## src/rtl/srio_pkg.sv

```systemverilog
// Shared definitions for the SRIO request generator: packet type codes,
// FSM state encoding and the request header packer.
package srio_pkg;

    localparam logic [3:0] FTYPE_NWRITE   = 4'h5;
    localparam logic [3:0] TTYPE_NWRITE   = 4'h4;
    localparam logic [3:0] FTYPE_DOORBELL = 4'hA;
    localparam logic [3:0] TTYPE_DOORBELL = 4'h0;
    localparam logic [3:0] FTYPE_RESP     = 4'hD;

    typedef enum logic [2:0] {
        ST_IDLE,
        ST_NW_HDR,
        ST_NW_DATA,
        ST_DB_HDR,
        ST_DB_WAIT
    } state_t;

    // {tid, ftype, ttype, 0, prio, 0, size, 00, addr}
    function automatic logic [63:0] pack_hdr(
        input logic [7:0]  tid,
        input logic [3:0]  ftype,
        input logic [3:0]  ttype,
        input logic [1:0]  prio,
        input logic [7:0]  size,
        input logic [33:0] addr
    );
        return {tid, ftype, ttype, 1'b0, prio, 1'b0, size, 2'b00, addr};
    endfunction

endpackage

```

## src/rtl/srio_db_resp_mon.sv

```systemverilog
// Doorbell response watcher: matches the response tid against the doorbell
// just sent, and flags a timeout if nothing matching arrives in time.
module srio_db_resp_mon
    import srio_pkg::*;
#(
    parameter logic [31:0] DB_TIMEOUT = 32'd100000
) (
    input  logic        sys_clk,
    input  logic        sys_rst_n,
    input  logic        arm,
    input  logic [7:0]  arm_tid,
    input  logic [11:0] iresp_hdr,
    input  logic        iresp_sof_n,
    input  logic        iresp_src_rdy_n,
    output logic        resp_hit,
    output logic        timeout,
    output logic        resp_pulse
);

    logic        armed_q, armed_d;
    logic [7:0]  tid_q, tid_d;
    logic [31:0] timer_q, timer_d;
    logic        pulse_q, pulse_d;

    always_comb begin
        resp_hit = armed_q && !iresp_sof_n && !iresp_src_rdy_n
                   && (iresp_hdr[3:0] == FTYPE_RESP) && (iresp_hdr[11:4] == tid_q);
        // A response in the final cycle still wins over the timeout
        timeout  = armed_q && !resp_hit && (timer_q == DB_TIMEOUT - 32'd1);

        armed_d = armed_q;
        tid_d   = tid_q;
        timer_d = timer_q;
        pulse_d = resp_hit;

        if (arm) begin
            armed_d = 1'b1;
            tid_d   = arm_tid;
            timer_d = 32'd0;
        end else if (resp_hit || timeout) begin
            armed_d = 1'b0;
        end else if (armed_q) begin
            timer_d = timer_q + 32'd1;
        end
    end

    always_ff @(posedge sys_clk) begin
        if (!sys_rst_n) begin
            armed_q <= 1'b0;
            tid_q   <= 8'd0;
            timer_q <= 32'd0;
            pulse_q <= 1'b0;
        end else begin
            armed_q <= armed_d;
            tid_q   <= tid_d;
            timer_q <= timer_d;
            pulse_q <= pulse_d;
        end
    end

    assign resp_pulse = pulse_q;

endmodule

```

## src/rtl/srio_nwrite_gen.sv

```systemverilog
// Builds NWRITE (payload from a FWFT FIFO) and DOORBELL requests on the SRIO
// ireq LocalLink channel and tracks doorbell responses on iresp.
module srio_nwrite_gen
    import srio_pkg::*;
#(
    parameter logic [1:0]  PRIO       = 2'd1,
    parameter logic [31:0] DB_TIMEOUT = 32'd100000
) (
    input  logic        sys_clk,
    input  logic        sys_rst_n,
    input  logic [7:0]  ucfg_dest_id,
    input  logic [33:0] ucfg_dest_start_addr,
    input  logic [8:0]  ucfg_byte_count,
    input  logic [15:0] ucfg_db_info,
    input  logic        ucfg_normal_trigger,
    input  logic        ucfg_db_trigger,
    input  logic [63:0] fifo_dout,
    input  logic        fifo_empty,
    output logic        fifo_rd_en,
    output logic [63:0] treq_data,
    output logic        treq_sof_n,
    output logic        treq_eof_n,
    output logic        treq_src_rdy_n,
    input  logic        treq_dst_rdy_n,
    output logic [7:0]  treq_dest_id,
    input  logic [63:0] iresp_data,
    input  logic        iresp_sof_n,
    input  logic        iresp_src_rdy_n,
    output logic        iresp_dst_rdy_n,
    output logic        srio_initial_busy,
    output logic        srio_db_resp,
    output logic [31:0] error_conter
);

    state_t      state_q, state_d;
    logic [7:0]  tid_q, tid_d;
    logic [7:0]  dest_q, dest_d;
    logic [33:0] addr_q, addr_d;
    logic [7:0]  size_q, size_d;
    logic [5:0]  beats_q, beats_d;
    logic [15:0] db_info_q, db_info_d;
    logic [7:0]  db_dest_q, db_dest_d;
    logic        db_pending_q, db_pending_d;
    logic [31:0] err_q, err_d;
    logic        busy_q, busy_d;

    logic        accept_nw;
    logic        db_arm;
    logic        resp_hit;
    logic        resp_timeout;
    logic        resp_pulse;
    logic        e_nw, e_db, e_to;
    logic [9:0]  bc_round;
    logic [32:0] err_sum;
    logic [63:0] nw_hdr, db_hdr;
    logic        unused_iresp;

    assign unused_iresp = ^iresp_data[51:0];

    srio_db_resp_mon #(
        .DB_TIMEOUT (DB_TIMEOUT)
    ) u_resp_mon (
        .sys_clk         (sys_clk),
        .sys_rst_n       (sys_rst_n),
        .arm             (db_arm),
        .arm_tid         (tid_q),
        .iresp_hdr       (iresp_data[63:52]),
        .iresp_sof_n     (iresp_sof_n),
        .iresp_src_rdy_n (iresp_src_rdy_n),
        .resp_hit        (resp_hit),
        .timeout         (resp_timeout),
        .resp_pulse      (resp_pulse)
    );

    always_comb begin
        state_d      = state_q;
        tid_d        = tid_q;
        dest_d       = dest_q;
        addr_d       = addr_q;
        size_d       = size_q;
        beats_d      = beats_q;
        db_info_d    = db_info_q;
        db_dest_d    = db_dest_q;
        db_pending_d = db_pending_q;
        db_arm       = 1'b0;
        e_nw         = 1'b0;
        e_db         = 1'b0;
        e_to         = 1'b0;

        treq_data      = 64'd0;
        treq_sof_n     = 1'b1;
        treq_eof_n     = 1'b1;
        treq_src_rdy_n = 1'b1;
        fifo_rd_en     = 1'b0;

        nw_hdr   = pack_hdr(tid_q, FTYPE_NWRITE, TTYPE_NWRITE, PRIO, size_q, addr_q);
        db_hdr   = pack_hdr(tid_q, FTYPE_DOORBELL, TTYPE_DOORBELL, PRIO, 8'd0,
                            {18'd0, db_info_q});
        bc_round = {1'b0, ucfg_byte_count} + 10'd7;

        accept_nw = (state_q == ST_IDLE) && !db_pending_q && ucfg_normal_trigger
                    && (ucfg_byte_count != 9'd0);
        if (ucfg_normal_trigger && !accept_nw) begin
            e_nw = 1'b1;
        end

        // db_pending covers the doorbell from trigger until its header beat leaves
        if (ucfg_db_trigger) begin
            if (db_pending_q) begin
                e_db = 1'b1;
            end else begin
                db_pending_d = 1'b1;
                db_info_d    = ucfg_db_info;
                db_dest_d    = ucfg_dest_id;
            end
        end

        if (accept_nw) begin
            dest_d  = ucfg_dest_id;
            addr_d  = ucfg_dest_start_addr;
            size_d  = 8'(ucfg_byte_count - 9'd1);
            beats_d = bc_round[8:3];
            state_d = ST_NW_HDR;
        end

        case (state_q)
            ST_IDLE: begin
                if (!accept_nw && db_pending_d) begin
                    dest_d  = db_dest_d;
                    state_d = ST_DB_HDR;
                end
            end
            ST_NW_HDR: begin
                treq_data      = nw_hdr;
                treq_sof_n     = 1'b0;
                treq_src_rdy_n = 1'b0;
                if (!treq_dst_rdy_n) begin
                    state_d = ST_NW_DATA;
                end
            end
            ST_NW_DATA: begin
                treq_data      = fifo_dout;
                treq_src_rdy_n = fifo_empty;
                treq_eof_n     = (beats_q != 6'd1);
                fifo_rd_en     = !fifo_empty && !treq_dst_rdy_n;
                if (fifo_rd_en) begin
                    beats_d = beats_q - 6'd1;
                    if (beats_q == 6'd1) begin
                        tid_d = tid_q + 8'd1;
                        if (db_pending_d) begin
                            dest_d  = db_dest_d;
                            state_d = ST_DB_HDR;
                        end else begin
                            state_d = ST_IDLE;
                        end
                    end
                end
            end
            ST_DB_HDR: begin
                treq_data      = db_hdr;
                treq_sof_n     = 1'b0;
                treq_eof_n     = 1'b0;
                treq_src_rdy_n = 1'b0;
                if (!treq_dst_rdy_n) begin
                    db_arm       = 1'b1;
                    tid_d        = tid_q + 8'd1;
                    db_pending_d = 1'b0;
                    state_d      = ST_DB_WAIT;
                end
            end
            ST_DB_WAIT: begin
                if (resp_hit) begin
                    state_d = ST_IDLE;
                end else if (resp_timeout) begin
                    e_to    = 1'b1;
                    state_d = ST_IDLE;
                end
            end
            default: begin
                state_d = ST_IDLE;
            end
        endcase

        // Several error sources can fire together; count all, saturating
        err_sum = {1'b0, err_q} + 33'(e_nw) + 33'(e_db) + 33'(e_to);
        err_d   = err_sum[32] ? 32'hFFFF_FFFF : err_sum[31:0];

        busy_d = (state_d != ST_IDLE) || db_pending_d;
    end

    always_ff @(posedge sys_clk) begin
        if (!sys_rst_n) begin
            state_q      <= ST_IDLE;
            tid_q        <= 8'd0;
            dest_q       <= 8'd0;
            addr_q       <= 34'd0;
            size_q       <= 8'd0;
            beats_q      <= 6'd0;
            db_info_q    <= 16'd0;
            db_dest_q    <= 8'd0;
            db_pending_q <= 1'b0;
            err_q        <= 32'd0;
            busy_q       <= 1'b0;
        end else begin
            state_q      <= state_d;
            tid_q        <= tid_d;
            dest_q       <= dest_d;
            addr_q       <= addr_d;
            size_q       <= size_d;
            beats_q      <= beats_d;
            db_info_q    <= db_info_d;
            db_dest_q    <= db_dest_d;
            db_pending_q <= db_pending_d;
            err_q        <= err_d;
            busy_q       <= busy_d;
        end
    end

    assign treq_dest_id      = dest_q;
    assign iresp_dst_rdy_n   = 1'b0;
    assign srio_initial_busy = busy_q;
    assign srio_db_resp      = resp_pulse;
    assign error_conter      = err_q;

endmodule

```

## config.mk

```make
export PLATFORM = sky130hd
export DESIGN_NAME = srio_nwrite_gen
export DESIGN_NICKNAME = d
export VERILOG_FILES = /design/src/rtl/srio_pkg.sv /design/src/rtl/srio_db_resp_mon.sv /design/src/rtl/srio_nwrite_gen.sv
export SDC_FILE = /design/constraint.sdc
export NUM_CORES = 1
export LEC_CHECK = 0
export CORE_UTILIZATION = 44
export CTS_CLUSTER_SIZE = 28
export DETAILED_ROUTE_END_ITERATION = 8
export GPL_ROUTABILITY_DRIVEN = 0
export PLACE_DENSITY = 0.89
export SLEW_MARGIN = 20
export SYNTH_ARGS = -nofsm -noshare
export SYNTH_HDL_FRONTEND = slang
export SYNTH_SLANG_ARGS = --single-unit
```

## constraint.sdc

```tcl
create_clock -name sys_clk -period 5.7 [get_ports sys_clk]
set_clock_uncertainty 0.1 [all_clocks]
set_input_delay 0.57 -clock sys_clk [delete_from_list [all_inputs] [get_ports sys_clk]]
set_output_delay 0.57 -clock sys_clk [all_outputs]
set_load 0.02 [all_outputs]
```

# ---- After elaboration in Yosys (flattened, before gate mapping)
# Index checks and enable logic that the tools add are counted.
# W data, S select, Z words.
dict set report totals {
  ff_bits 167
  in_bits 203
  output_inout_bits 111
  word_cells 113
}
dict set report op_classes {
  add_sub_neg 8
  eq_ne 12
  mux 44
  bitwise_logic 3
  reduce_logical 31
}
# op n
set op_table {}
lappend op_table {{$pmux W64 S3} 1}
lappend op_table {{$mux W8} 10}
lappend op_table {{$add A33 B1 Y33} 2}
lappend op_table {{$add A32 B1 Y33} 1}
lappend op_table {{$add A32 B1 Y32 const B} 1}
lappend op_table {{$eq A32 B17 Y1 const B} 1}
lappend op_table {{$mux W32} 1}
lappend op_table {{$pmux W8 S2} 2}
lappend op_table {{$mux W3} 8}
lappend op_table {{$mux W6} 3}
lappend op_table {{$mux W1} 15}
lappend op_table {{$pmux W3 S5} 1}
lappend op_table {{$logic_and A1 B1 Y1} 12}
lappend op_table {{$add A9 B3 Y9 const B} 1}
lappend op_table {{$reduce_bool A9 Y1} 1}
lappend op_table {{$add A8 B1 Y8 const B} 1}
lappend op_table {{$eq A8 B8 Y1} 1}
lappend op_table {{$sub A8 B1 Y8 const B} 1}
lappend op_table {{$logic_not A1 Y1} 7}
lappend op_table {{$eq A3 B2 Y1 const B} 2}
lappend op_table {{$eq A6 B1 Y1 const B} 1}
lappend op_table {{$ne A2 B2 Y1 const B} 3}
lappend op_table {{$ne A6 B1 Y1 const B} 1}
lappend op_table {{$sub A6 B1 Y6 const B} 1}
lappend op_table {{13 further kinds} 20}

# ---- Longest topological paths before layout
dict set report depth {
  ltp_word 13
  depth_mapped 18
  depth_no_buf 15
}

# ---- By module
# From an unflattened synthesis, not the netlist that was laid out.
dict set report unflattened {
  cells_unflattened 1049
  hier_area_um2 8565.7
}
# module n_inst cells_each area_each_um2 seq_area_each_um2
set by_module_without_submodules {}
lappend by_module_without_submodules {srio_nwrite_gen 1 789 6274.8 2502.4}
lappend by_module_without_submodules {srio_db_resp_mon 1 260 2290.9 840.8}

# ---- Worst setup path before layout
# Ideal clock, no wire load.
dict set report synth_timing {
  path_type {input to register}
  from {input port ucfg_byte_count[0]}
  to {register err_q[19] (netlist: error_conter[19])}
  setup_time_ps 132
  arrival_ps 4282
  t_required_ps 5468
  setup_slack_ps 1186
  path_stages 17
  n_path_buf 3
  path_cell_list {inv_1 -> ha_1 -> or4b_2 -> o211ai_2 -> clkbuf_1 -> nand2_1 -> fa_1 -> inv_1 -> ha_1 -> fa_1 -> and3_1 -> nand2_1 -> nor3_1 -> nand3_1 -> clkbuf_1 -> buf_1 -> a21oi_1}
}
dict set report synth_between {
  elab_chain_len 9
}
# item line
set synth_lines {}
lappend synth_lines {{start: declaration} srio_nwrite_gen.sv:13} ;# input logic [8:0] ucfg_byte_count,
lappend synth_lines {{$reduce_bool A9 Y1} srio_nwrite_gen.sv:102} ;# && (ucfg_byte_count != 9'd0);
lappend synth_lines {{$logic_and A1 B1 Y1} srio_nwrite_gen.sv:102}
lappend synth_lines {{$logic_not A1 Y1} srio_nwrite_gen.sv:103} ;# if (ucfg_normal_trigger && !accept_nw) begin
lappend synth_lines {{$logic_and A1 B1 Y1} srio_nwrite_gen.sv:103}
lappend synth_lines {{$mux W1} srio_nwrite_gen.sv:103}
lappend synth_lines {{$add A32 B1 Y33} srio_nwrite_gen.sv:185} ;# err_sum = {1'b0, err_q} + 33'(e_nw) + 33'(e_db) + 33'(e_to);
lappend synth_lines {{$add A33 B1 Y33 (2 in series)} srio_nwrite_gen.sv:185}
lappend synth_lines {{$mux W32} srio_nwrite_gen.sv:186} ;# err_d = err_sum[32] ? 32'hFFFF_FFFF : err_sum[31:0];
lappend synth_lines {{end signal: assignment} srio_nwrite_gen.sv:214} ;# err_q <= err_d;
lappend synth_lines {{end: declaration} srio_nwrite_gen.sv:44} ;# logic [31:0] err_q, err_d;
# Every way passes these cells.
# A chain may end at the register's enable or synchronous reset.

# ---- Worst setup path in the final report
dict set report layout_timing {
  from {register u_resp_mon.armed_q}
  to {register err_q[13] (netlist: error_conter[13])}
}
dict set report layout_between {
  elab_chain_len 12
}
# item line
set layout_lines {}
lappend layout_lines {{start: declaration} srio_db_resp_mon.sv:20} ;# logic armed_q, armed_d;
lappend layout_lines {{start signal: assignment} srio_db_resp_mon.sv:54} ;# armed_q <= armed_d;
lappend layout_lines {{$logic_and A1 B1 Y1 (2 in series)} srio_db_resp_mon.sv:26} ;# resp_hit = armed_q && !iresp_sof_n && !iresp_src_rdy_n
lappend layout_lines {{$logic_and A1 B1 Y1 (2 in series)} srio_db_resp_mon.sv:27} ;# && (iresp_hdr[3:0] == FTYPE_RESP) && (iresp_hdr[11:4] == tid_q);
lappend layout_lines {{$logic_not A1 Y1} srio_db_resp_mon.sv:29} ;# timeout = armed_q && !resp_hit && (timer_q == DB_TIMEOUT - 32'd1);
lappend layout_lines {{$logic_and A1 B1 Y1 (2 in series)} srio_db_resp_mon.sv:29}
lappend layout_lines {{$mux W1} srio_nwrite_gen.sv:174} ;# end else if (resp_timeout) begin
lappend layout_lines {{$mux W1 (*)} srio_nwrite_gen.sv:172} ;# if (resp_hit) begin
lappend layout_lines {{$mux W1 (*)} srio_nwrite_gen.sv:126} ;# case (state_q)
lappend layout_lines {{$add A33 B1 Y33 (*)} srio_nwrite_gen.sv:185}
lappend layout_lines {{$mux W32 (*)} srio_nwrite_gen.sv:186}
# Every way passes the cells marked *; elsewhere a longest branch is shown, timed or not.

==> results_dict.tcl <==
set metrics [dict create \
    worst-path-max-fanout 30 \
    cts_tree "built" \
    ys_types 59 \
    ctsHoldBuffers 0 \
    pwr-share-clk_pct 29.0 \
    synthFlopType "dfxtp_1" \
    reg2regPathDepth 14 \
    p_leak_uw 0.00431 \
    run_status "finished with violations" \
    setup_viol 0 \
    drc 44 \
    utilization_pct 63.4 \
    num-fill-cells 1478 \
    ys_seq_elements 167 \
    port_buffers 260 \
    start_util_pct 45.1 \
    drt_first_pass_iters 7 \
    worstMarginPinSlew_ns 1.06 \
    grt_usage_pct 24.5 \
    drtAntennaViolNets 0 \
    synth_nets 1221 \
    area.growth.synth_to_final_pct 40.7 \
    hold_class "flip-flop to flip-flop" \
    post_cts_buffers 0 \
    relSlewSlack_pct 29.5 \
    cp-start-kind "flip-flop" \
    via_per_inst 5.49 \
    layout.nets 1438 \
    fp.dieW_um 138 \
    hp-start "db_info_q[6]" \
    p_int_uw 2670 \
    synth-warning-count 0 \
    rows 49 \
    ir_drop_mv 0.248 \
    antenna_found_initial 0 \
    multi_input_area_um2 4500 \
    grt_max_degree 79 \
    endpoint_kind "flip-flop" \
    dpl_cell_area_um2 10900 \
    cts_made_buffers 17 \
    final.min_clock_period_ns 4.50 \
    p_sw_share_pct 34.7 \
    rr_startpoint "u_resp_mon.armed_q" \
    drive_gt1_share_pct 5.82 \
    p_switching_uw 1420 \
    hold_viol_final 0 \
    async_flop_share_pct 0 \
    clock_tree.root_cell "clkbuf_16" \
    reg2reg_to "error_conter[13]" \
    syn_avg_cell_area_um2 8.09 \
    first_global_vias 7466 \
    overflow 0 \
    grt_pass1_wl_um 37800 \
    arrival_ns 4.68 \
    placed_cells 1435 \
    slew_viol_final 0 \
    drt_iter0_drc 612 \
    htree_levels 4 \
    drt_wl_total_um 23800 \
    die_area_um2 19100 \
    finalCritPeriodShare_pct 79.0 \
    crit_end "error_conter[13]" \
    critPathRequiredTime_ns 5.88 \
    crit_path_start "u_resp_mon.armed_q" \
    cts.sinks 167 \
    critPathKind "flip-flop to flip-flop" \
    regToRegSetupSlack_ns 1.20 \
    diodes 0 \
    rsz0062_at_grt "false" \
    layout_setup_ws_ns 1.20 \
    io_pins 314 \
    synth_area_um2 8150 \
    final_cells 1466 \
    maxCapViolations 0 \
    core_region_area_um2 18100 \
    violations "design-rule violations" \
    hpwl_um 16500 \
    wl_per_cell_um 16.2 \
    via_count 8045 \
    die_y_um 138 \
    pwr-share-comb_pct 38.0 \
    seq_area_um2 3340 \
    seq_power_share_pct 33.0 \
    clk_pin_slew_ns 0.06 \
    place_ws_ns 0.932 \
    p_per_area_nw_per_um2 356 \
    synth_cells 1008 \
    design_area_um2 11500 \
    synth_edf_count 0 \
    clk_latency_ns 0.42 \
    ys_seq_area_share_pct 41.0 \
    fmax_mhz 222 \
    cts_buffer_depth 2 \
    cts.repair.resized 0 \
    setup_tns_ns 0 \
]
## cell type report
| type | instances | share of cell area, % |
|---|---|---|
| Multi-Input combinational cell | 754 | 39.2 |
| Sequential cell | 167 | 29.1 |
| Timing Repair Buffer | 270 | 23.3 |
| Clock buffer | 20 | 3.98 |
| Tap cell | 229 | 2.50 |
| Clock inverter | 11 | 1.29 |
| Inverter | 15 | 0.513 |
## through the flow
step                      power [µW]  hold WS (ns)
after global placement          2890         0.339
after global routing            4280         0.373
after CTS                       4110         0.357
after detailed placement        2920         0.347
final                           4090         0.355
after floorplan                 2270         0.333
## power by group through the flow
stage | Combinational, µW | Sequential (µW) | Clock (µW)
CTS | 1560 | 1350 | 1200
detailed placement | 1550 | 1370 | 0
floorplan | 902 | 1370 | 0
finish | 1550 | 1350 | 1190
global route | 1670 | 1360 | 1250
global placement | 1530 | 1360 | 0
## worst min path at each step
stage	to	slack [ns]	depth (start not counted)
floorplan	db_info_q[0]	0.33	2
global route	db_info_q[7]	0.37	2
CTS	db_info_q[2]	0.36	2
finish	db_info_q[6]	0.36	2
global placement	db_info_q[8]	0.34	2
detailed placement	db_info_q[9]	0.35	2
## layer usage
layer | up-vias | global-route usage, % | routed length (µm)
met4 | 0 | 9.82 | 598
met3 | 40 | 5.26 | 1640
met1 | 3778 | 30.6 | 10300
met2 | 293 | 41.4 | 11200
li1 | 3934 | - | -
met5 | - | 0 | 0
## logic make-up (layout without fill, tap and decap cells)
family	count (synthesis)	after routing	share of synthesized area, %
and+or+nand+nor	425	425	24.5
AOI/OAI and AO/OA	215	215	16.6
DFF	167	167	41.0
buffers and inverters	87	316	4.37
xor gates and xnor gates	76	76	8.16
muxes	27	27	3.56
adders and majority gates	10	10	1.72
other	1	1	0.0460
## cells in the final DEF (no fill, tap or decap), types with 3 or more instances in the layout
| cell type | count |
|---|---|
| nand2_1 | 177 |
| nor3_1 | 8 |
| a211oi_1 | 7 |
| inv_1 | 14 |
| xnor2_1 | 16 |
| or4_1 | 6 |
| mux2i_1 | 11 |
| a22oi_1 | 18 |
| a31oi_1 | 4 |
| mux2_2 | 16 |
| bufinv_16 | 3 |
| clkbuf_16 | 17 |
| o31ai_1 | 8 |
| nor2_1 | 89 |
| nand4_1 | 29 |
| nor4_1 | 10 |
| clkdlybuf4s50_1 | 260 |
| dfxtp_1 | 167 |
| ha_1 | 8 |
| and4_1 | 7 |
| clkinv_2 | 3 |
| o211ai_1 | 3 |
| and3_1 | 22 |
| buf_4 | 10 |
| nand3_1 | 32 |
| o21ai_0 | 10 |
| a21o_1 | 4 |
| nor2b_1 | 5 |
| a21oi_1 | 112 |
| and2_1 | 11 |
| xor2_1 | 60 |
| a22o_1 | 34 |
| or3_1 | 4 |
| nand2b_1 | 6 |
## worst max-delay path, stage by stage (launching register included)
cell and delay (ns):
dfxtp_1 0.44, and3_1 0.34, nand3_1 0.11, or4_4 0.73, or2_2 0.39, fa_1 0.48
inv_1 0.04, ha_1 0.22, fa_1 0.44, and3_1 0.23, nand2_1 0.15, nor3_1 0.12
nand3_1 0.09, buf_4 0.30, a21oi_1 0.14
## synth_stat cells (all sizes together), types with 2 or more instances
library cell	instances	area (µm²)
nand2	178	668
dfxtp	167	3340
a21oi	112	561
nor2	92	348
xor2	60	526
clkbuf	52	195
a22o	34	298
nand3	32	160
nand4	30	194
and3	22	138
buf	20	105
a22oi	18	135
mux2	16	180
xnor2	16	140
inv	15	56.3
and2	11	68.8
mux2i	11	110
nor4	11	75.1
o21ai	11	55.1
nor3	9	50.1
ha	8	100
o31ai	8	60.1
a211oi	7	52.6
and4	7	61.3
nor2b	7	43.8
or4	7	56.3
nand2b	6	37.5
a21o	4	30.0
a31oi	4	25.0
o211ai	4	35.0
or3	4	25.0
fa	2	40.0
nor4b	2	17.5
o21a	2	15.0
o21bai	2	15.0
o22ai	2	12.5
o311ai	2	17.5
or2	2	12.5
## registers in the layout, summed over array words and instances (netlist names)
signal and flops:
error_conter 32, u_resp_mon.resp_pulse 1, srio_initial_busy 1, u_resp_mon.tid_q 8, db_info_q 16, db_dest_q 8, state_q 3, treq_dest_id 8
size_q 8, addr_q 34, beats_q 6, u_resp_mon.armed_q 1, tid_q 8, db_pending_q 1, u_resp_mon.timer_q 32
Power figures use the tool's default switching activity.
